## config.mk

```make
export PLATFORM = sky130hd
export DESIGN_NAME = hvac_actuator
export DESIGN_NICKNAME = d
export VERILOG_FILES = /design/src/rtl/hvac_pkg.sv /design/src/rtl/hvac_tick_gen.sv /design/src/rtl/hvac_actuator.sv
export SDC_FILE = /design/constraint.sdc
export NUM_CORES = 1
export LEC_CHECK = 0
export ABC_AREA = 0
export CAP_MARGIN = 25
export CORE_MARGIN = 4
export CORE_UTILIZATION = 40
export CTS_BUF_LIST = sky130_fd_sc_hd__clkbuf_4 sky130_fd_sc_hd__clkbuf_8 sky130_fd_sc_hd__clkbuf_16
export DETAILED_ROUTE_END_ITERATION = 16
export PLACE_DENSITY = 0.66
export SETUP_SLACK_MARGIN = 0.2
export SLEW_MARGIN = 20
export SYNTH_ARGS = -nofsm -noshare
export SYNTH_HDL_FRONTEND = slang
export SYNTH_SLANG_ARGS = --single-unit
```

## constraint.sdc

```tcl
create_clock -name clk -period 2.5 [get_ports clk]
set_input_delay 0.375 -clock clk [delete_from_list [all_inputs] [get_ports clk]]
set_output_delay 0.375 -clock clk [all_outputs]
set_load 0.1 [all_outputs]
```

## src/rtl/hvac_pkg.sv

```systemverilog
// hvac_pkg: shared mode codes, state encodings and defaults
// for the hvac_actuator relay controller.
package hvac_pkg;

  localparam int TEMP_W_DEF = 8;

  localparam logic [1:0] MODE_OFF  = 2'b00;
  localparam logic [1:0] MODE_HEAT = 2'b01;
  localparam logic [1:0] MODE_COOL = 2'b10;
  localparam logic [1:0] MODE_AUTO = 2'b11;

  localparam logic [2:0] ST_IDLE    = 3'd0;
  localparam logic [2:0] ST_HEAT_ON = 3'd1;
  localparam logic [2:0] ST_COOL_ON = 3'd2;
  localparam logic [2:0] ST_PURGE   = 3'd3;
  localparam logic [2:0] ST_LOCKOUT = 3'd4;

  function automatic int max3(input int a, input int b, input int c);
    int m;
    m = (a > b) ? a : b;
    return (m > c) ? m : c;
  endfunction

endpackage

```

## src/rtl/hvac_tick_gen.sv

```systemverilog
// hvac_tick_gen: divides clk down to a one-clk decision tick
// every TICK_DIV cycles; first tick TICK_DIV clks after reset.
module hvac_tick_gen #(
  parameter int TICK_DIV = 100000000
) (
  input  logic clk,
  input  logic Reset,
  output logic Tick
);

  localparam int CW = (TICK_DIV > 1) ? $clog2(TICK_DIV) : 1;
  localparam logic [CW-1:0] LAST = CW'(TICK_DIV - 1);

  logic [CW-1:0] cnt;

  // free-running divider; tick registered off the terminal count
  always_ff @(posedge clk or negedge Reset) begin
    if (!Reset) begin
      cnt  <= '0;
      Tick <= 1'b0;
    end else begin
      Tick <= (cnt == LAST);
      cnt  <= (cnt == LAST) ? '0 : cnt + CW'(1);
    end
  end

endmodule

```

## src/rtl/hvac_actuator.sv

```systemverilog
// hvac_actuator: heat/cool/fan relay FSM with hysteresis, min run,
// lockout; HVAC_FAN_PURGE_EN adds a post-run fan-only PURGE state.
module hvac_actuator
  import hvac_pkg::*;
#(
  parameter int TEMP_W      = TEMP_W_DEF,
  parameter int HYST        = 1,
  parameter int TICK_DIV    = 100000000,
  parameter int MIN_RUN     = 60,
  parameter int MIN_OFF     = 120,
  parameter int PURGE_TICKS = 30
) (
  input  logic              clk,
  input  logic              Reset,
  input  logic              Enable,
  input  logic [1:0]        Mode,
  input  logic [TEMP_W-1:0] Setpoint,
  input  logic [TEMP_W-1:0] CurrentTemp,
  output logic              Heat,
  output logic              Cool,
  output logic              Fan,
  output logic [2:0]        State,
  output logic              Tick
);

  localparam int EW   = TEMP_W + 1;
  localparam int CMAX = max3(MIN_RUN, MIN_OFF, PURGE_TICKS);
  localparam int CW   = (CMAX > 0) ? $clog2(CMAX + 1) : 1;

  localparam logic [CW-1:0] RUN_LIM = CW'(MIN_RUN);
  localparam logic [CW-1:0] OFF_LIM = CW'(MIN_OFF);

`ifdef HVAC_FAN_PURGE_EN
  localparam logic [CW-1:0] PUR_LIM = CW'(PURGE_TICKS);
  localparam logic [2:0]    ST_EXIT = ST_PURGE;
`else
  localparam logic [2:0]    ST_EXIT = ST_LOCKOUT;
`endif

  function automatic logic [CW-1:0] sat_inc(
    input logic [CW-1:0] c,
    input logic [CW-1:0] lim
  );
    return (c >= lim) ? lim : c + CW'(1);
  endfunction

  logic          tick;
  logic          heat_mode, cool_mode;
  logic          heat_req, cool_req;
  logic [EW-1:0] cur_e, set_e, hyst_e;
  logic [2:0]    st, st_n;
  logic [CW-1:0] cnt, cnt_n;
  logic [CW-1:0] run_nxt, off_nxt;

  hvac_tick_gen #(
    .TICK_DIV (TICK_DIV)
  ) u_tick (
    .clk   (clk),
    .Reset (Reset),
    .Tick  (tick)
  );

  assign Tick  = tick;
  assign State = st;

  assign cur_e  = {1'b0, CurrentTemp};
  assign set_e  = {1'b0, Setpoint};
  assign hyst_e = EW'(HYST);

  assign heat_mode = (Mode == MODE_HEAT) || (Mode == MODE_AUTO);
  assign cool_mode = (Mode == MODE_COOL) || (Mode == MODE_AUTO);

  assign heat_req = heat_mode && Enable && (cur_e + hyst_e < set_e);
  assign cool_req = cool_mode && Enable && (cur_e > set_e + hyst_e);

  assign run_nxt = sat_inc(cnt, RUN_LIM);
  assign off_nxt = sat_inc(cnt, OFF_LIM);

  // next state and phase counter, evaluated only on decision ticks
  always_comb begin
    st_n  = st;
    cnt_n = cnt;
    if (tick) begin
      unique case (1'b1)
        (st == ST_IDLE): begin
          if (heat_req) begin
            st_n  = ST_HEAT_ON;
            cnt_n = '0;
          end else if (cool_req) begin
            st_n  = ST_COOL_ON;
            cnt_n = '0;
          end
        end
        (st == ST_HEAT_ON): begin
          if (!Enable || !heat_mode ||
              (run_nxt == RUN_LIM && cur_e >= set_e)) begin
            st_n  = ST_EXIT;
            cnt_n = '0;
          end else begin
            cnt_n = run_nxt;
          end
        end
        (st == ST_COOL_ON): begin
          if (!Enable || !cool_mode ||
              (run_nxt == RUN_LIM && cur_e <= set_e)) begin
            st_n  = ST_EXIT;
            cnt_n = '0;
          end else begin
            cnt_n = run_nxt;
          end
        end
`ifdef HVAC_FAN_PURGE_EN
        (st == ST_PURGE): begin
          if (sat_inc(cnt, PUR_LIM) == PUR_LIM) begin
            st_n  = ST_LOCKOUT;
            cnt_n = '0;
          end else begin
            cnt_n = sat_inc(cnt, PUR_LIM);
          end
        end
`endif
        (st == ST_LOCKOUT): begin
          if (off_nxt == OFF_LIM) begin
            st_n  = ST_IDLE;
            cnt_n = '0;
          end else begin
            cnt_n = off_nxt;
          end
        end
        default: begin
          st_n  = ST_IDLE;
          cnt_n = '0;
        end
      endcase
    end
  end

  // state, counter and relay registers; reset drops relays at once
  always_ff @(posedge clk or negedge Reset) begin
    if (!Reset) begin
      st   <= ST_IDLE;
      cnt  <= '0;
      Heat <= 1'b0;
      Cool <= 1'b0;
      Fan  <= 1'b0;
    end else begin
      st   <= st_n;
      cnt  <= cnt_n;
      Heat <= (st_n == ST_HEAT_ON);
      Cool <= (st_n == ST_COOL_ON);
`ifdef HVAC_FAN_PURGE_EN
      Fan  <= (st_n == ST_HEAT_ON) || (st_n == ST_COOL_ON) ||
              (st_n == ST_PURGE);
`else
      Fan  <= (st_n == ST_HEAT_ON) || (st_n == ST_COOL_ON);
`endif
    end
  end

endmodule
```

### Yosys cells after proc, flatten, opt, wreduce, memory -nomap -nowiden

Cells that the tools add are included.
Widths: inputs -> output; s select.

| storage, ports and cells | value |
|---|---|
| register bits after elaboration | 41 |
| word-level logic and storage cells | 63 |
| output and inout bits | 7 |

| cells by class | value |
|---|---|
| add/subtract/negate cells | 4 |
| $lt $le $gt $ge | 6 |
| reduce and logical (&&, ||, !) cells | 18 |
| eq/ne operators | 12 |
| mux-type cells | 16 |

Operators by type and width:

| operator | number |
|---|---|
| $mux 7 | 7 |
| $pmux 7 s4 | 1 |
| $add 27x1->27 const B | 1 |
| $eq 27x27->1 const B | 1 |
| $mux 27 | 1 |
| $add 8x1->9 const B | 2 |
| $mux 3 | 6 |
| $pmux 3 s4 | 1 |
| $gt 8x9->1 | 1 |
| $lt 9x8->1 | 1 |
| $ge 8x8->1 | 1 |
| $le 8x8->1 | 1 |
| $add 7x1->7 const B | 1 |
| $eq 7x6->1 const B | 1 |
| $eq 7x7->1 const B | 1 |
| $ge 7x6->1 const B | 1 |
| $ge 7x7->1 const B | 1 |
| $logic_or 1x1->1 | 7 |
| $eq 3x1->1 const B | 2 |
| $eq 3x2->1 const B | 2 |
| $logic_and 1x1->1 | 6 |
| $eq 2x2->1 const B | 2 |
| $eq 3x3->1 const B | 1 |
| $logic_not 1->1 | 3 |
| other kinds (4) | 4 |

### Logic depth before layout (Yosys ltp)

| depth | value |
|---|---|
| depth after elaboration | 10 |
| depth in mapped cells | 13 |

### By module

A second synthesis with hierarchy kept.

| second synthesis, totals | value |
|---|---|
| cells, all modules | 360 |
| area, all modules | 3178.0 µm² |

Modules (own cells, without submodules):

| module | area an instance (µm²) | cells each | times used | sequential area each (µm²) |
|---|---|---|---|---|
| hvac_actuator | 1820.5 | 225 | 1 | 325.3 |
| hvac_tick_gen | 1357.6 | 135 | 1 | 700.7 |

### Worst setup path before layout

OpenSTA, ideal clock, no wires.

| timing | value |
|---|---|
| path kind | input to register |
| from | input port CurrentTemp[3] |
| to | register cnt[2] |
| stages | 11 |
| data arrival time | 2299 ps |
| slack | 76 ps |
| cells stage by stage | and4_1 > nand4_1 > xnor2_1 > ha_1 > a211oi_1 > nand2_1 > o31a_1 > nor4b_2 > nand2b_1 > o21ai_0 > o21ai_1 |

| between the ends | value |
|---|---|
| cells in the longest elaborated chain, start to end | 5 |

Ends and longest elaborated chain:

| item | line | RTL |
|---|---|---|
| from (decl) | hvac_actuator.sv:18 | `input logic [TEMP_W-1:0] CurrentTemp,` |
| $add 8x1->9, or another cell as far along | hvac_actuator.sv:73 | `assign heat_req = heat_mode && Enable && (cur_e + hyst_e < set_e);` |
| $lt 9x8->1, or another cell as far along | hvac_actuator.sv:73 |  |
| $logic_and 1x1->1, or another cell as far along | hvac_actuator.sv:73 |  |
| $mux 7, or another cell as far along | hvac_actuator.sv:86 | `if (heat_req) begin` |
| $pmux 7 s4 or $reduce_and 2->1 (tied branches) | - |  |
| to (signal assigned) | hvac_actuator.sv:148 | `cnt <= cnt_n;` |
| to (decl) | hvac_actuator.sv:52 | `logic [CW-1:0] cnt, cnt_n;` |

Several ways; a longest one is shown, not always the timed one.
A chain may end at the register's enable or synchronous reset.

### Worst setup path after layout

| timing | value |
|---|---|
| from | input port CurrentTemp[4] |
| to | register cnt[3] |

The elaborated chain is that of the path after synthesis.

==> run_results.csv <==
group,metric,value,unit
run_status,status,"finished clean",
logic_synthesis,synth_xor_area_share,10.1,%
floorplan,fp.dieH,96.5,um
sta,maxSlewHeadroom,41.2,%
sta,worstMarginPinSlew,0.882,ns
placed_design,dp_hpwl,5550,um
global_routing,grt_pass1_vias,2694,
routing,wl_per_cell,13.9,um
logic_synthesis,seq_area_frac_synth,32.8,%
routing,vias_per_cell,5.24,
sta,fin_skew,0.0148,ns
clock_tree,cts.reportedPaths.clkPinSlew,0.09,ns
logic_synthesis,yosysTopAreaCellShare,32.8,%
worst_setup_path,crit_fanout,3,
logic_synthesis,syn_area,3130,um^2
sta,fin_crit_sh,93.7,%
worst_setup_path,cp.arrival,2.54,ns
routing,drc,0,
worst_setup_path,reg2reg_depth,9,
logic_synthesis,synth_area_leaders,"dfrtp_1, ha_1, xnor2_1",
power_and_ir_drop,power.density,364,nW/um^2
worst_setup_path,crit_required,2.69,ns
power_and_ir_drop,p_leak,0.00189,uW
min_path,hold_class,"in2async",
clock_tree,clock_latency,0.29,ns
logic_synthesis,yosys.area_share.simple,24.8,%
sta,fin_setup_tns,0,ns
logic_synthesis,ys_ff_latch,41,
sta,slew_viol_final,0,
sta,hold_ws,0.195,ns
placed_design,port_buffers,27,
logic_synthesis,synth-main-ff-cell,"dfrtp_1",
floorplan,die_width,96.5,um
cells_and_area,utilization,55.9,%
worst_setup_path,r2r_slack,0.23,ns
global_routing,grt_usage,16.7,%
clock_tree,cts_hold_buf,0,
clock_tree,h-tree-depth,2,
worst_setup_path,startpoint_type,"input pin",
global_routing,grt_pass1_wl,12300,um
cells_and_area,drive_gt1_share,29.3,%
global_routing,overflow,0,
clock_tree,cts_max_path_buffers,2,
cells_and_area,diodes,0,
routing,via_count,2794,
clock_tree,cts_tree,"yes",
worst_setup_path,critPathKind,"in2reg",
cells_and_area,fillCellCount,657,
global_routing,grt_max_degree,42,
logic_synthesis,synth_largest_area_cell,"dfrtp_1",
clock_tree,cts_buffers,5,
floorplan,fp.dieArea,9300,um^2
cells_and_area,final_cell_mix,"buf_4, nor2_1, dfrtp_1",
sta,fin_crit,2.34,ns
power_and_ir_drop,irDropWorstVdd,0.498,mV
cells_and_area,syn_to_final_growth,32.3,%
sta,finalSetupViolations,0,
worst_setup_path,r2r_start,"cnt[0]",
logic_synthesis,synth.area.mux_share,0.320,%
cells_and_area,mostFrequentLayoutCell,"buf_4",
sta,rsz0062_at_grt,"true",
cells_and_area,stdcell_area,4140,um^2
logic_synthesis,synth-async-reset-ratio,100,%
logic_synthesis,yosys.area_share.adder,11.6,%
logic_synthesis,syn-mean-instance-area,8.69,um^2
logic_synthesis,synth_edf_count,0,
floorplan,fp-row-count,31,
placed_design,placed_area,3740,um^2
floorplan,ioPinCount,28,
flow_run,cap_violations,0,
cells_and_area,nNetsFinal,483,
sta,timing.fmax,427,MHz
logic_synthesis,syn_inst,360,
sta,hold_viol,0,
logic_synthesis,ys_warn_count,0,
logic_synthesis,syn-num-nets,410,
floorplan,start_util,42.2,%
routing,wl,7400,um
clock_tree,clock_sink_count,41,
logic_synthesis,synth-compound-area-share,15.4,%
clock_tree,root_buffer,"clkbuf_8",
routing,firstDrtPassIters,5,
worst_setup_path,regToRegEndpoint,"cnt[3]",
global_routing,antenna_found_initial,0,
routing,drtIter0Drc,136,
logic_synthesis,synth_top_family_by_area,"simple AND/OR/NAND/NOR gates",
logic_synthesis,synth_cell_types,62,
placed_design,routabilityCongestion,0.865,
worst_setup_path,endpoint_kind,"register",
floorplan,coreArea,7410,um^2
routing,ant_nets,0,
-- critical path: stages --
cell	delay, ns
buf_6	0.07
and4_4	0.22
buf_4	0.11
nand2_1	0.06
xnor2_1	0.13
ha_1	0.22
a211oi_4	0.26
nand2_1	0.08
o31a_1	0.35
nor4b_4	0.16
buf_4	0.16
nor2_2	0.07
o21ai_1	0.08
a21o_1	0.19
-- cell usage after synthesis, types with 3 or more instances --
master	instances
nor2_1	46
dfrtp_1	41
nand3_1	33
ha_1	29
inv_1	26
nand2_1	26
xnor2_1	21
xor2_1	15
a21oi_1	13
o21ai_0	10
nand4_1	9
o21ai_1	7
nor3_1	6
a21o_1	5
and3_1	4
nor2b_1	4
o22ai_1	4
a31oi_1	3
buf_4	3
nand2b_1	3
-- metal layers --
layer  wire length (um)  up-vias  share of wire (%)  global-route usage (%)
met5                  0        -                  0                       0
met4                 72        0               0.97                    3.97
met3                292        6                3.9                    2.40
met2               3590       48                 49                    27.5
met1               3440     1318                 47                    23.2
li1                   -     1422                  -                       -
-- cell families after synthesis --
kind of cell,Yosys count
xor+xnor,36
compound gates,67
mux,1
simple gates,152
fa+ha+maj,29
flops,41
buf+inv,34
-- flip-flops by register name, summed over array words and instances, names as in the netlist --
| register | cells |
|---|---|
| u_tick.cnt | 27 |
| cnt | 7 |
| State | 3 |
| Cool | 1 |
| Fan | 1 |
| Heat | 1 |
| u_tick.Tick | 1 |
-- worst max-delay path by stage --
stage | from | endpoint | cells past startpoint | slack [ns]
6_report | CurrentTemp[4] | cnt[3] | 14 | 0.16
5_1_grt | CurrentTemp[4] | cnt[3] | 14 | 0.06
4_1_cts | CurrentTemp[4] | cnt[3] | 13 | 0.10
3_5_place_dp | Setpoint[2] | cnt[1] | 14 | -0.68
3_3_place_gp | Setpoint[3] | cnt[1] | 13 | -0.55
2_1_floorplan | Setpoint[5] | cnt[1] | 12 | 0.1
-- report_power, final --
group / leakage [uW] / internal [uW] / switching, uW / total (uW)
Sequential: 0.000516 / 663 / 2.23 / 666
Combinational: 0.00131 / 152 / 152 / 304
Clock: 0.0000588 / 311 / 227 / 537
Total: 0.00189 / 1130 / 381 / 1510
-- final cells by class --
| class | count | area (um^2) | area share [%] |
|---|---|---|---|
| sequential | 41 | 1030 | 24.8 |
| clock inverter | 2 | 38.8 | 0.937 |
| timing repair buffer | 74 | 597 | 14.4 |
| tap | 99 | 124 | 2.99 |
| multi-input combinational | 285 | 2180 | 52.6 |
| inverter | 26 | 100 | 2.42 |
| clock buffer | 6 | 76.3 | 1.84 |
-- stage by stage --
stage | setup WS [ns] | cells | total power (uW)
2_1_floorplan | 0.0954 | 360 | 801
3_3_place_gp | -0.555 | 516 | 928
3_5_place_dp | -0.683 | 516 | 934
4_1_cts | 0.105 | 531 | 1500
5_1_grt | 0.0609 | 533 | 1580
6_report | 0.157 | 533 | 1510
-- repair_timing --
action | CTS | global route
endpoints found under the setup margin | 13 | 14
setup buffers | 7 | 2
gates resized for setup | 75 | 29
pin swaps | 27 | 27
No activity file was read; power rests on OpenSTA's default activity.
